## src/rtl/fp_pkg.sv

```systemverilog
// Shared single-precision constants and the divider FSM state encoding.
package fp_pkg;

  localparam int          FP_EXP_W   = 8;
  localparam int          FP_MAN_W   = 23;
  localparam logic [7:0]  FP_BIAS    = 8'd127;
  localparam logic [31:0] FP_POS_INF = 32'h7F80_0000;
  localparam logic [31:0] FP_ZERO    = 32'h0000_0000;

  // Quotient bits produced by the divider: 25 significant + 1 guard.
  localparam int          FP_ITERS   = 26;
  localparam logic [4:0]  ITER_LAST  = 5'(FP_ITERS - 1);

  // Divider FSM states.
  localparam logic [1:0]  ST_IDLE = 2'd0;
  localparam logic [1:0]  ST_CALC = 2'd1;
  localparam logic [1:0]  ST_NORM = 2'd2;
  localparam logic [1:0]  ST_DONE = 2'd3;

endpackage

```

## src/rtl/fp_div_norm.sv

```systemverilog
// Combinational normalise/round/special-case stage of the sequential divider.
// Optional feature macro: FP_DIV_ROUND_EN (round-to-nearest-even); when it is
// undefined the quotient is truncated.
module fp_div_norm
  import fp_pkg::*;
(
  input  logic [31:0]         a_i,
  input  logic [31:0]         b_i,
  input  logic [FP_ITERS-1:0] quo_i,
  input  logic                rem_nz_i,
  output logic [31:0]         result_o,
  output logic                div_by_zero_o,
  output logic                overflow_o,
  output logic                underflow_o
);

  logic                a_zero;
  logic                b_zero;
  logic                sign;
  logic                norm_shift;
  logic [24:0]         m25;       // 24-bit mantissa (hidden bit first) + guard
  logic signed [9:0]   e_raw;
  logic signed [9:0]   e_adj;
  logic signed [9:0]   e_fin;
  logic [FP_MAN_W-1:0] frac;
  logic                unused_bits;
`ifdef FP_DIV_ROUND_EN
  logic                guard;
  logic                sticky;
  logic                round_up;
  logic [24:0]         mant_rnd;
`endif

  // Normalise the quotient, apply rounding and pick the final result/flags.
  always_comb begin
    a_zero     = (a_i[30:23] == '0);
    b_zero     = (b_i[30:23] == '0);
    sign       = a_i[31] ^ b_i[31];
    e_raw      = $signed({2'b00, a_i[30:23]}) - $signed({2'b00, b_i[30:23]})
               + $signed({2'b00, FP_BIAS});
    // Mantissa ratio lies in (0.5, 2): at most one left shift normalises it.
    norm_shift = ~quo_i[FP_ITERS-1];
    m25        = norm_shift ? quo_i[24:0] : quo_i[25:1];
    e_adj      = e_raw - (norm_shift ? 10'sd1 : 10'sd0);
`ifdef FP_DIV_ROUND_EN
    guard    = m25[0];
    // A bit dropped by the unshifted case also counts towards sticky.
    sticky   = rem_nz_i | (quo_i[FP_ITERS-1] & quo_i[0]);
    round_up = guard & (sticky | m25[1]);
    mant_rnd = {1'b0, m25[24:1]} + 25'(round_up);
    if (mant_rnd[24]) begin
      frac  = '0;
      e_fin = e_adj + 10'sd1;
    end else begin
      frac  = mant_rnd[22:0];
      e_fin = e_adj;
    end
    unused_bits = mant_rnd[23];
`else
    frac        = m25[23:1];
    e_fin       = e_adj;
    unused_bits = ^{rem_nz_i, m25[24], m25[0]};
`endif

    result_o      = FP_ZERO;
    div_by_zero_o = 1'b0;
    overflow_o    = 1'b0;
    underflow_o   = 1'b0;
    if (a_zero) begin
      result_o = FP_ZERO;
    end else if (b_zero) begin
      result_o      = {sign, FP_POS_INF[30:0]};
      div_by_zero_o = 1'b1;
    end else if (e_adj <= 10'sd0) begin
      underflow_o = 1'b1;
    end else if (e_fin >= 10'sd255) begin
      result_o   = {sign, FP_POS_INF[30:0]};
      overflow_o = 1'b1;
    end else begin
      result_o = {sign, e_fin[FP_EXP_W-1:0], frac};
    end
  end

endmodule

```

## src/rtl/fp_div_seq.sv

```systemverilog
// Sequential IEEE-754 single-precision divider (restoring radix-2, one
// quotient bit per clock, fixed 28-cycle start-to-done latency).
// Optional feature macro: FP_DIV_ROUND_EN (handled in fp_div_norm).
module fp_div_seq
  import fp_pkg::*;
(
  input  logic        clk,
  input  logic        rst,
  input  logic        start,
  input  logic [31:0] a,
  input  logic [31:0] b,
  output logic        busy,
  output logic        done,
  output logic [31:0] result,
  output logic        div_by_zero,
  output logic        overflow,
  output logic        underflow
);

  logic [1:0]          state_q, state_d;
  logic [31:0]         a_q, a_d;
  logic [31:0]         b_q, b_d;
  logic [24:0]         rem_q, rem_d;
  logic [23:0]         div_q, div_d;
  logic [FP_ITERS-1:0] quo_q, quo_d;
  logic [4:0]          cnt_q, cnt_d;
  logic [31:0]         result_q, result_d;
  logic                dbz_q, dbz_d;
  logic                ovf_q, ovf_d;
  logic                unf_q, unf_d;

  logic                rem_ge;
  logic [24:0]         rem_sub;
  logic [31:0]         norm_result;
  logic                norm_dbz;
  logic                norm_ovf;
  logic                norm_unf;

  fp_div_norm u_norm (
    .a_i           (a_q),
    .b_i           (b_q),
    .quo_i         (quo_q),
    .rem_nz_i      (|rem_q),
    .result_o      (norm_result),
    .div_by_zero_o (norm_dbz),
    .overflow_o    (norm_ovf),
    .underflow_o   (norm_unf)
  );

  // FSM sequencing plus one restoring-division step per CALC cycle.
  always_comb begin
    state_d  = state_q;
    a_d      = a_q;
    b_d      = b_q;
    rem_d    = rem_q;
    div_d    = div_q;
    quo_d    = quo_q;
    cnt_d    = cnt_q;
    result_d = result_q;
    dbz_d    = dbz_q;
    ovf_d    = ovf_q;
    unf_d    = unf_q;

    rem_ge  = (rem_q >= {1'b0, div_q});
    rem_sub = rem_ge ? (rem_q - {1'b0, div_q}) : rem_q;

    case (state_q)
      ST_IDLE: begin
        if (start) begin
          a_d     = a;
          b_d     = b;
          rem_d   = {2'b01, a[FP_MAN_W-1:0]};
          div_d   = {1'b1, b[FP_MAN_W-1:0]};
          quo_d   = '0;
          cnt_d   = '0;
          state_d = ST_CALC;
        end
      end
      ST_CALC: begin
        // After a restoring step rem < div < 2^24, so the shift never overflows.
        rem_d = rem_sub << 1;
        quo_d = {quo_q[FP_ITERS-2:0], rem_ge};
        cnt_d = cnt_q + 5'd1;
        if (cnt_q == ITER_LAST) begin
          state_d = ST_NORM;
        end
      end
      ST_NORM: begin
        result_d = norm_result;
        dbz_d    = norm_dbz;
        ovf_d    = norm_ovf;
        unf_d    = norm_unf;
        state_d  = ST_DONE;
      end
      ST_DONE: begin
        state_d = ST_IDLE;
      end
      default: begin
        state_d = ST_IDLE;
      end
    endcase
  end

  // State and datapath registers with synchronous reset.
  always_ff @(posedge clk) begin
    if (rst) begin
      state_q  <= ST_IDLE;
      a_q      <= '0;
      b_q      <= '0;
      rem_q    <= '0;
      div_q    <= '0;
      quo_q    <= '0;
      cnt_q    <= '0;
      result_q <= '0;
      dbz_q    <= 1'b0;
      ovf_q    <= 1'b0;
      unf_q    <= 1'b0;
    end else begin
      state_q  <= state_d;
      a_q      <= a_d;
      b_q      <= b_d;
      rem_q    <= rem_d;
      div_q    <= div_d;
      quo_q    <= quo_d;
      cnt_q    <= cnt_d;
      result_q <= result_d;
      dbz_q    <= dbz_d;
      ovf_q    <= ovf_d;
      unf_q    <= unf_d;
    end
  end

  assign busy        = (state_q == ST_CALC) || (state_q == ST_NORM);
  assign done        = (state_q == ST_DONE);
  assign result      = result_q;
  assign div_by_zero = dbz_q;
  assign overflow    = ovf_q;
  assign underflow   = unf_q;

endmodule

```

## config.mk

```make
export PLATFORM = sky130hd
export DESIGN_NAME = fp_div_seq
export DESIGN_NICKNAME = d
export VERILOG_FILES = /design/src/rtl/fp_pkg.sv /design/src/rtl/fp_div_norm.sv /design/src/rtl/fp_div_seq.sv
export SDC_FILE = /design/constraint.sdc
export NUM_CORES = 1
export LEC_CHECK = 0
export ABC_AREA = 1
export BUFFER_PORTS_ARGS = -buffer_cell sky130_fd_sc_hd__buf_2
export CAP_MARGIN = 30
export CORE_MARGIN = 1
export CORE_UTILIZATION = 45
export CTS_BUF_LIST = sky130_fd_sc_hd__clkbuf_4 sky130_fd_sc_hd__clkbuf_8
export CTS_CLUSTER_DIAMETER = 150
export CTS_CLUSTER_SIZE = 16
export DETAILED_ROUTE_END_ITERATION = 16
export GPL_TIMING_DRIVEN = 0
export PLACE_DENSITY = 0.75
export SLEW_MARGIN = 10
export SYNTH_ARGS = -nofsm -noshare
export SYNTH_HDL_FRONTEND = slang
export SYNTH_SLANG_ARGS = --single-unit
```

## constraint.sdc

```tcl
create_clock -name clk -period 3 [get_ports clk]
set_clock_uncertainty 0.05 [all_clocks]
set_input_delay 0 -clock clk [delete_from_list [all_inputs] [get_ports clk]]
set_output_delay 0 -clock clk [all_outputs]
set_load 0.005 [all_outputs]
```

; ---- Word-level counts from Yosys, hierarchy flattened
; Index checks and enable logic that the tools add are counted.
[op_classes]
eq_ne = 6
reduce_logical = 8
n_addsub = 5
mux = 25
order_cmp = 3
bitwise = 1
[ops]
columns = operator, n
row1 = two-way mux 32 bit, 3
row2 = case mux 26 bit (2 select lines), 1
row3 = case mux 25 bit (2 select lines), 1
row4 = two-way mux 24 bit, 2
row5 = two-way mux 31 bit, 1
row6 = two-way mux 26 bit, 1
row7 = greater-or-equal comparator 25 x 24 -> 1 bit, 1
row8 = two-way mux 25 bit, 1
row9 = subtractor 24 bit, 1
row10 = logical NOT 8 bit, 2
row11 = adder 10 x 8 -> 10 bit (second input constant), 1
row12 = greater-or-equal comparator 10 x 9 -> 1 bit (second input constant), 1
row13 = less-or-equal comparator 10 x 1 -> 1 bit (second input constant), 1
row14 = two-way mux 1 bit, 10
row15 = case mux 5 bit (2 select lines), 1
row16 = subtractor 10 bit, 1
row17 = subtractor 8 x 8 -> 9 bit, 1
row18 = case mux 2 bit (4 select lines), 1
row19 = AND reduction 2 bit, 3
row20 = adder 5 x 1 -> 5 bit (second input constant), 1
row21 = equality test 5 bit (second input constant), 1
row22 = two-way mux 5 bit, 1
row23 = equality test 2 bit (second input constant), 2
row24 = two-way mux 2 bit, 2
row25 = 6 further kinds, 7
[word_totals]
reg_bits = 181
output_inout_bits = 37
input_bits = 67
word_cells = 59

; ---- Longest topological paths before layout
; Gate-level depths: netlist (run 1).
[logic_depth]
depth_word = 8
mapped_depth = 26
ltp_nobuf = 24

; ---- Modules after synthesis
; A second synthesis (run 1) with hierarchy kept.
[unflattened]
hier_cells = 1489
hier_area_um2 = 9743.1
[modules_own_cells]
columns = mod, n_inst, area_per_inst_um2, cells_each
row1 = fp_div_seq, 1, 7956.4, 1174
row2 = fp_div_norm, 1, 1786.7, 315

; ---- Least setup slack after synthesis (run 1)
; OpenSTA, ideal clock, no wires.
[synth_path]
kind = register to register
from = register a_q[23]
to = register result_q[10] (netlist: result[10])
arrival_ns = 3.088
path_stages_with_launch = 22
synth_period_minus_slack_ns = 3.265
setup_time_ns = 0.128
slack_ns = -0.265
cell_sequence = dfxtp_1 inv_1 ha_1 inv_1 fa_1 a31o_2 xor2_1 inv_1 ha_1 nand2_1 o21ai_0 xor2_1 inv_1 nor3_1 nand2_1 a21oi_1 nand2_2 buf_4 nand4_1 nor2_1 nor2_1 nor2_1
[synth_via]
elab_chain_len = 8
elab_cells_between_ends = 10
cone_classes = add/sub (3) / order compare (2) / mux (4) / reduce/logical (1)
[synth_lines]
columns = item, line
row1 = from (decl), fp_div_seq.sv:21  ; logic [31:0] a_q, a_d;
row2 = from (signal assigned), fp_div_seq.sv:108  ; a_q <= '0;
row3 = from (signal assigned), fp_div_seq.sv:120  ; a_q <= a_d;
row4 = subtractor 8 x 8 -> 9 bit, fp_div_norm.sv:39  ; e_raw = $signed({2'b00, a_i[30:23]}) - $signed({2'b00, b_i[30:23]})
row5 = adder 10 x 8 -> 10 bit, fp_div_norm.sv:40  ; + $signed({2'b00, FP_BIAS});
row6 = subtractor 10 bit, fp_div_norm.sv:44  ; e_adj = e_raw - (norm_shift ? 10'sd1 : 10'sd0);
row7 = greater-or-equal comparator 10 x 9 -> 1 bit, fp_div_norm.sv:76  ; end else if (e_fin >= 10'sd255) begin
row8 = two-way mux 31 bit, fp_div_norm.sv:76
row9 = two-way mux 32 bit, fp_div_norm.sv:74  ; end else if (e_adj <= 10'sd0) begin
row10 = two-way mux 32 bit, fp_div_norm.sv:71  ; end else if (b_zero) begin
row11 = two-way mux 32 bit (*), fp_div_norm.sv:69  ; if (a_zero) begin
row12 = to (signal assigned), fp_div_seq.sv:126  ; result_q <= result_d;
row13 = to (decl), fp_div_seq.sv:27  ; logic [31:0] result_q, result_d;
; Mark *: on every way between the ends. The rest lies on a longest branch, timed or not.
; A chain may end at the register's enable or synchronous reset.

; ---- Worst setup path after layout (run 1)
[layout_path]
from = register a_q[23]
to = register result_q[22] (netlist: result[22])
; Same word-level chain as after synthesis.

==> results.sh, run 1 <==
export IMPL_run_status="finished, violations left"
export IMPL_violations="setup timing"
export IMPL_crit_slowest_cell="fa_2"
export IMPL_avgSynthCellArea_sq_um=6.61
export IMPL_cp_num_buf_inv=6
export IMPL_drtAntennaViolNets=0
export IMPL_grt_first_pass_wirelength_microns=38900
export IMPL_critical_path_top_delay_family="simple AND/OR/NAND/NOR gates"
export IMPL_coreArea_sq_um=17500
export IMPL_grt_setup_unrepaired="yes"
export IMPL_maxSlewHeadroom=0.558
export IMPL_clkLatencyLatePin_ns=0.47
export IMPL_post_drt_wl_per_cell_microns=14.6
export IMPL_cp_data_arrival_time_ns=3.80
export IMPL_layout_setup_ws_ns=-0.515
export IMPL_period_needed_ns=3.51
export IMPL_initialDrtViolationCount=639
export IMPL_crit_top_cell="nor2_1"
export IMPL_crit_fanout=5
export IMPL_synth_largest_area_cell="dfxtp_1"
export IMPL_grt_usage=0.266
export IMPL_path_cells="inv_2 > ha_4 > inv_4 > fa_2 > a31o_4 > xor2_4 > buf_4 > ha_4 > a21oi_2 > o21ai_1 > nor2_1 > inv_1 > nand3_2 > nand2_1 > nor2_1 > nand2_2 > nand2_2 > nand2_4 > inv_6 > clkbuf_16 > nor2_2 > nor2_1 > nor2_1"
export IMPL_floorplan_initialDensity=0.467
export IMPL_portBuffers=102
export IMPL_fmax_mhz=284
export IMPL_synth_nets=1349
export IMPL_netlist_instances=1235
export IMPL_cts_buffer_depth=2
export IMPL_cp_required_ns=3.28
export IMPL_nFillCells=1597
export IMPL_n_antenna_cell=0
export IMPL_antenna_found_initial=0
export IMPL_wirelength_microns=24600
export IMPL_drive_above_1_share=0.176
export IMPL_drcViolationCount=0
export IMPL_grt_pass1_vias=8384
export IMPL_layout_nets=1559
export IMPL_layout_common_cells="nand2_1, inv_1, nor2_1, dfxtp_1, a21oi_1"
export IMPL_yosysWarnings=0
export IMPL_hpwl_microns=16600
export IMPL_grt_max_degree=17
export IMPL_synth_cell_types=42
export IMPL_cts_sinks=135
export IMPL_worstSetupStartpointType="register"
export IMPL_hold_class="in -> reg"
export IMPL_die_h_microns=137
export IMPL_rows=48
export IMPL_cp_end_kind="register"
export IMPL_synthDominantCellAreaShare=0.331
export IMPL_clock_root_buffer="clkbuf_8"
export IMPL_cts_buffers=17
export IMPL_cts_tree="yes"
export IMPL_fin_util=0.605
export IMPL_seq_area_frac_synth=0.331
export IMPL_globalplace_congestion=0.893
export IMPL_dr_pass1_iters=7
export IMPL_htree_levels=4
export IMPL_period_share=1.17
export IMPL_die_area_sq_um=18700
export IMPL_layout_commonest_cell="nand2_1"
export IMPL_synth_top_cells_by_area="dfxtp_1, nand2_1, a21oi_1"
export IMPL_overflow=0
export IMPL_cts_reportedPaths_clkPinSlew_ns=0.08
export IMPL_crit_path_max_incr_delay_ns=0.42
export IMPL_slew_violations=0
export IMPL_vias=8971
export IMPL_vias_per_cell=5.33
export IMPL_ioPinCount=104
export IMPL_setup_viol=34
export IMPL_tightest_slew_ns=0.663
export IMPL_syn_cell_area_sq_um=8160
export IMPL_critical_path_class="reg -> reg"
export IMPL_synth_seq_cells=135
export IMPL_finalHoldViolCount=0
export IMPL_maxCapViolCount=0
export IMPL_fp_dieW_microns=137
export IMPL_syn_to_final_growth_pct=29.7
final cells by class:
class                      instances  area (sq um)  share of cell area
multi-input combinational        861          4830               0.457
sequential                       135          2710               0.256
timing repair buffer             190          1370               0.129
inverter                         176           668              0.0632
buffer                            64           289              0.0273
tap                              225           282              0.0266
clock buffer                      19           255              0.0241
clock inverter                    13           179              0.0169
cell usage after synthesis:
cell        n
o21bai_1    3
a21o_1      8
nand2_1   198
buf_2       4
inv_2       3
nand2_2    13
buf_4       3
clkbuf_1   51
a211oi_1    1
nor2_1    164
xor2_1     15
nor3b_1     1
a21oi_2     1
o31ai_1     1
nand3_1    76
ha_1       44
a41oi_1     1
nand2_4     1
o22ai_1     1
o21ai_0    95
nand4_1    56
a31oi_1     3
nand3_2     5
mux2_2      1
fa_1        3
or2_2       2
a221oi_2    1
inv_4       1
a21oi_1   137
buf_6       2
buf_1       4
nor3_1      7
clkinv_1    2
inv_1     170
dfxtp_1   135
o211ai_1    1
xnor2_1     9
and3_1      2
nor4_1      7
o21ai_1     1
o21a_1      1
a31o_2      1
flip-flops by register name, summed over array words and instances (netlist names):
| signal | cells |
|---|---|
| rem_q | 25 |
| underflow | 1 |
| b_q | 32 |
| overflow | 1 |
| a_q | 9 |
| div_q | 1 |
| cnt_q | 5 |
| div_by_zero | 1 |
| quo_q | 26 |
| state_q | 2 |
| result | 32 |
worst paths after layout:
kind / startpoint / endpoint / slack (ns) / cells after the start
max: a_q[23] / result[22] / -0.51 / 23
min: rst / quo_q[11] / 0.13 / 3
max reg2reg: a_q[23] / result[22] / -0.51 / 23
min reg2reg: quo_q[0] / quo_q[0] / 0.42 / 2
per-layer routing:
metal | wire [microns] | vias up | track usage
met3 | 1480 | 52 | 0.0500
met5 | 0 | - | 0
met2 | 11900 | 334 | 0.448
li1 | - | 4463 | -
met1 | 10600 | 4122 | 0.333
met4 | 704 | 0 | 0.109
per-stage QoR:
stage / instances / area (sq um) / TNS, ns / hold WS, ns / setup slack [ns]
6_report: 1683 / 10600 / -15.21 / 0.132 / -0.515
5_1_grt: 1683 / 10600 / -21.88 / 0.162 / -0.698
4_1_cts: 1679 / 10400 / -8.23 / 0.120 / -0.286
3_5_place_dp: 1562 / 9040 / -11.83 / 0.221 / -0.403
3_3_place_gp: 1562 / 9040 / -9.89 / 0.215 / -0.328
2_1_floorplan: 1235 / 8250 / -0.583 / 0.117 / -0.0452
worst min-delay path: cells and delay by family:
kind	cells	cell delay, ns
compound gates	1	0.15
buf+inv	2	0.46
kinds of logic after synthesis:
family | Yosys count | share of synthesized area
simple gates | 532 | 0.287
compound gates | 256 | 0.165
buf+inv | 240 | 0.115
flops | 135 | 0.331
fa+ha+maj | 47 | 0.0748
xor+xnor | 24 | 0.0258
mux | 1 | 0.00138
what timing repair did:
item,in CTS,in global routing
endpoints found under the setup margin,34,56
resized for setup,35,33
pin swaps,9,15
cloned,2,2
endpoints found under the hold margin,67,0
hold buffers,65,0
setup buffers,19,2
Power of run 1 is left out: the tool's default activity adds up to more than one toggle a clock period on the data nets, which glitch-free logic cannot reach.
==> inputs of run 2 (changes only) <==
--- a/config.mk
+++ b/config.mk
@@ -15,8 +15,10 @@
 export CTS_CLUSTER_SIZE = 16
 export DETAILED_ROUTE_END_ITERATION = 16
 export GPL_TIMING_DRIVEN = 0
-export PLACE_DENSITY = 0.75
+export MAX_ROUTING_LAYER = met4
+export PLACE_DENSITY = 0.74
 export SLEW_MARGIN = 10
 export SYNTH_ARGS = -nofsm -noshare
 export SYNTH_HDL_FRONTEND = slang
+export SYNTH_HIERARCHICAL = 1
 export SYNTH_SLANG_ARGS = --single-unit
==> results.sh, run 2 <==
export IMPL_run_status="finished, violations left"
export IMPL_violations="setup timing"
export IMPL_clkLatencyLatePin_ns=0.45
export IMPL_drive_above_1_share=0.200
export IMPL_avgSynthCellArea_sq_um=6.45
export IMPL_layout_common_cells="nand2_1, inv_1, nor2_1, a21oi_1, dfxtp_1"
export IMPL_finalHoldViolCount=0
export IMPL_worst_r2r_endpoint="result[11]"
export IMPL_synth_nets=1498
export IMPL_grt_max_degree=17
export IMPL_layout_commonest_cell="nand2_1"
export IMPL_layout_setup_ws_ns=-0.461
export IMPL_cp_required_ns=3.30
export IMPL_cts_tree="yes"
export IMPL_period_needed_ns=3.46
export IMPL_overflow=0
export IMPL_critical_path_class="reg -> reg"
export IMPL_vias=9518
export IMPL_crit_path_max_incr_delay_ns=0.38
export IMPL_grt_setup_unrepaired="yes"
export IMPL_cp_num_buf_inv=5
export IMPL_setup_viol=34
export IMPL_cts_buffers=17
export IMPL_holdPathStages=4
export IMPL_die_h_microns=143
export IMPL_path_cells="inv_2 > ha_4 > inv_4 > fa_2 > nand2_2 > nand2_2 > nand2_4 > xnor2_4 > inv_2 > ha_4 > a21o_1 > or3_1 > nand2_2 > nand2_2 > nor2_2 > nand2_2 > nor2_4 > nand2_4 > nand4_4 > buf_12 > buf_12 > nor2_2 > nor2_1 > nor2_1"
export IMPL_antenna_found_initial=0
export IMPL_grt_pass1_vias=8913
export IMPL_worstSetupStartpointType="register"
export IMPL_netlist_instances=1384
export IMPL_min_from="b[16]"
export IMPL_drtAntennaViolNets=0
export IMPL_n_antenna_cell=0
export IMPL_fp_dieW_microns=143
export IMPL_portBuffers=102
export IMPL_layout_nets=1709
export IMPL_rows=51
export IMPL_hpwl_microns=18800
export IMPL_die_area_sq_um=20400
export IMPL_dr_pass1_iters=5
export IMPL_critical_path_top_delay_family="simple AND/OR/NAND/NOR gates"
export IMPL_cp_end_kind="register"
export IMPL_cts_buffer_depth=2
export IMPL_hold_class="in -> reg"
export IMPL_hold_end="b_q[16]"
export IMPL_floorplan_initialDensity=0.459
export IMPL_drcViolationCount=0
export IMPL_maxCapViolCount=0
export IMPL_ioPinCount=104
export IMPL_crit_top_cell="nand2_2"
export IMPL_crit_fanout=5
export IMPL_clock_root_buffer="clkbuf_8"
export IMPL_reg2regPathDepth=24
export IMPL_startpoint="a_q[23]"
export IMPL_syn_to_final_growth_pct=29.5
export IMPL_yosysWarnings=6
export IMPL_timing_reg2reg_setup_slack_ns=-0.46
export IMPL_globalplace_congestion=0.978
export IMPL_htree_levels=4
export IMPL_vias_per_cell=5.08
export IMPL_syn_cell_area_sq_um=8930
export IMPL_fmax_mhz=289
export IMPL_cts_reportedPaths_clkPinSlew_ns=0.08
export IMPL_tightest_slew_ns=0.644
export IMPL_period_share=1.15
export IMPL_initialDrtViolationCount=677
export IMPL_r2r_start="a_q[23]"
export IMPL_coreArea_sq_um=19500
export IMPL_grt_first_pass_wirelength_microns=42300
export IMPL_tns_ns=-13.70
export IMPL_pre_cts_ws_ns=-0.385
export IMPL_maxSlewHeadroom=0.571
export IMPL_cts_sinks=135
export IMPL_cp_data_arrival_time_ns=3.76
export IMPL_slew_violations=0
export IMPL_wirelength_microns=26500
export IMPL_post_drt_wl_per_cell_microns=14.1
export IMPL_grt_usage=0.271
export IMPL_crit_slowest_cell="or3_1"
==> run 2: tightest hold or removal path: stages <==
cell and delay (ns):
dlygate4sd3_1 0.52, buf_2 0.09, o21ai_0 0.07, a21oi_1 0.10
==> run 2: cell type report <==
class,count,area (sq um)
fill,1762,7900
inverter,185,699
sequential,135,2710
multi-input combinational,999,5580
clock inverter,8,144
tap,265,332
timing repair buffer,192,1450
buffer,65,339
clock buffer,23,304
==> run 2: repair_timing <==
item | CTS | global route
resized for setup | 29 | 33
buffers inserted | 15 | 5
endpoints found under the hold margin | 66 | 0
hold buffers | 68 | 0
cloned | 3 | 0
pin swaps | 37 | 30
endpoints found under the setup margin | 34 | 34
==> run 2: metrics by stage <==
step | utilization | hold slack, ns | std cells | cell area, sq um
after detailed placement | 0.512 | 0.210 | 1751 | 9960
final | 0.594 | 0.307 | 1872 | 11600
after global placement | 0.512 | 0.205 | 1751 | 9960
after CTS | 0.586 | 0.263 | 1868 | 11400
after floorplan | - | 0.117 | 1384 | 9120
after global routing | 0.594 | 0.304 | 1872 | 11600
==> run 2: layer usage <==
metal	GRT usage	vias up	routed length [microns]
met5	-	-	0
li1	-	4846	-
met3	0.0443	47	1490
met1	0.333	4361	11800
met4	0.0843	0	569
met2	0.455	264	12600
==> run 2: how the worst max path moves through the flow <==
stage	endpoint	slack (ns)	cells past startpoint
floorplan	result[4]	-0.05	21
global placement	result[12]	-0.35	19
detailed placement	result[12]	-0.39	19
CTS	result[12]	-0.34	24
global route	result[12]	-0.59	24
finish	result[11]	-0.46	24
Power of run 2 is left out for the same reason.
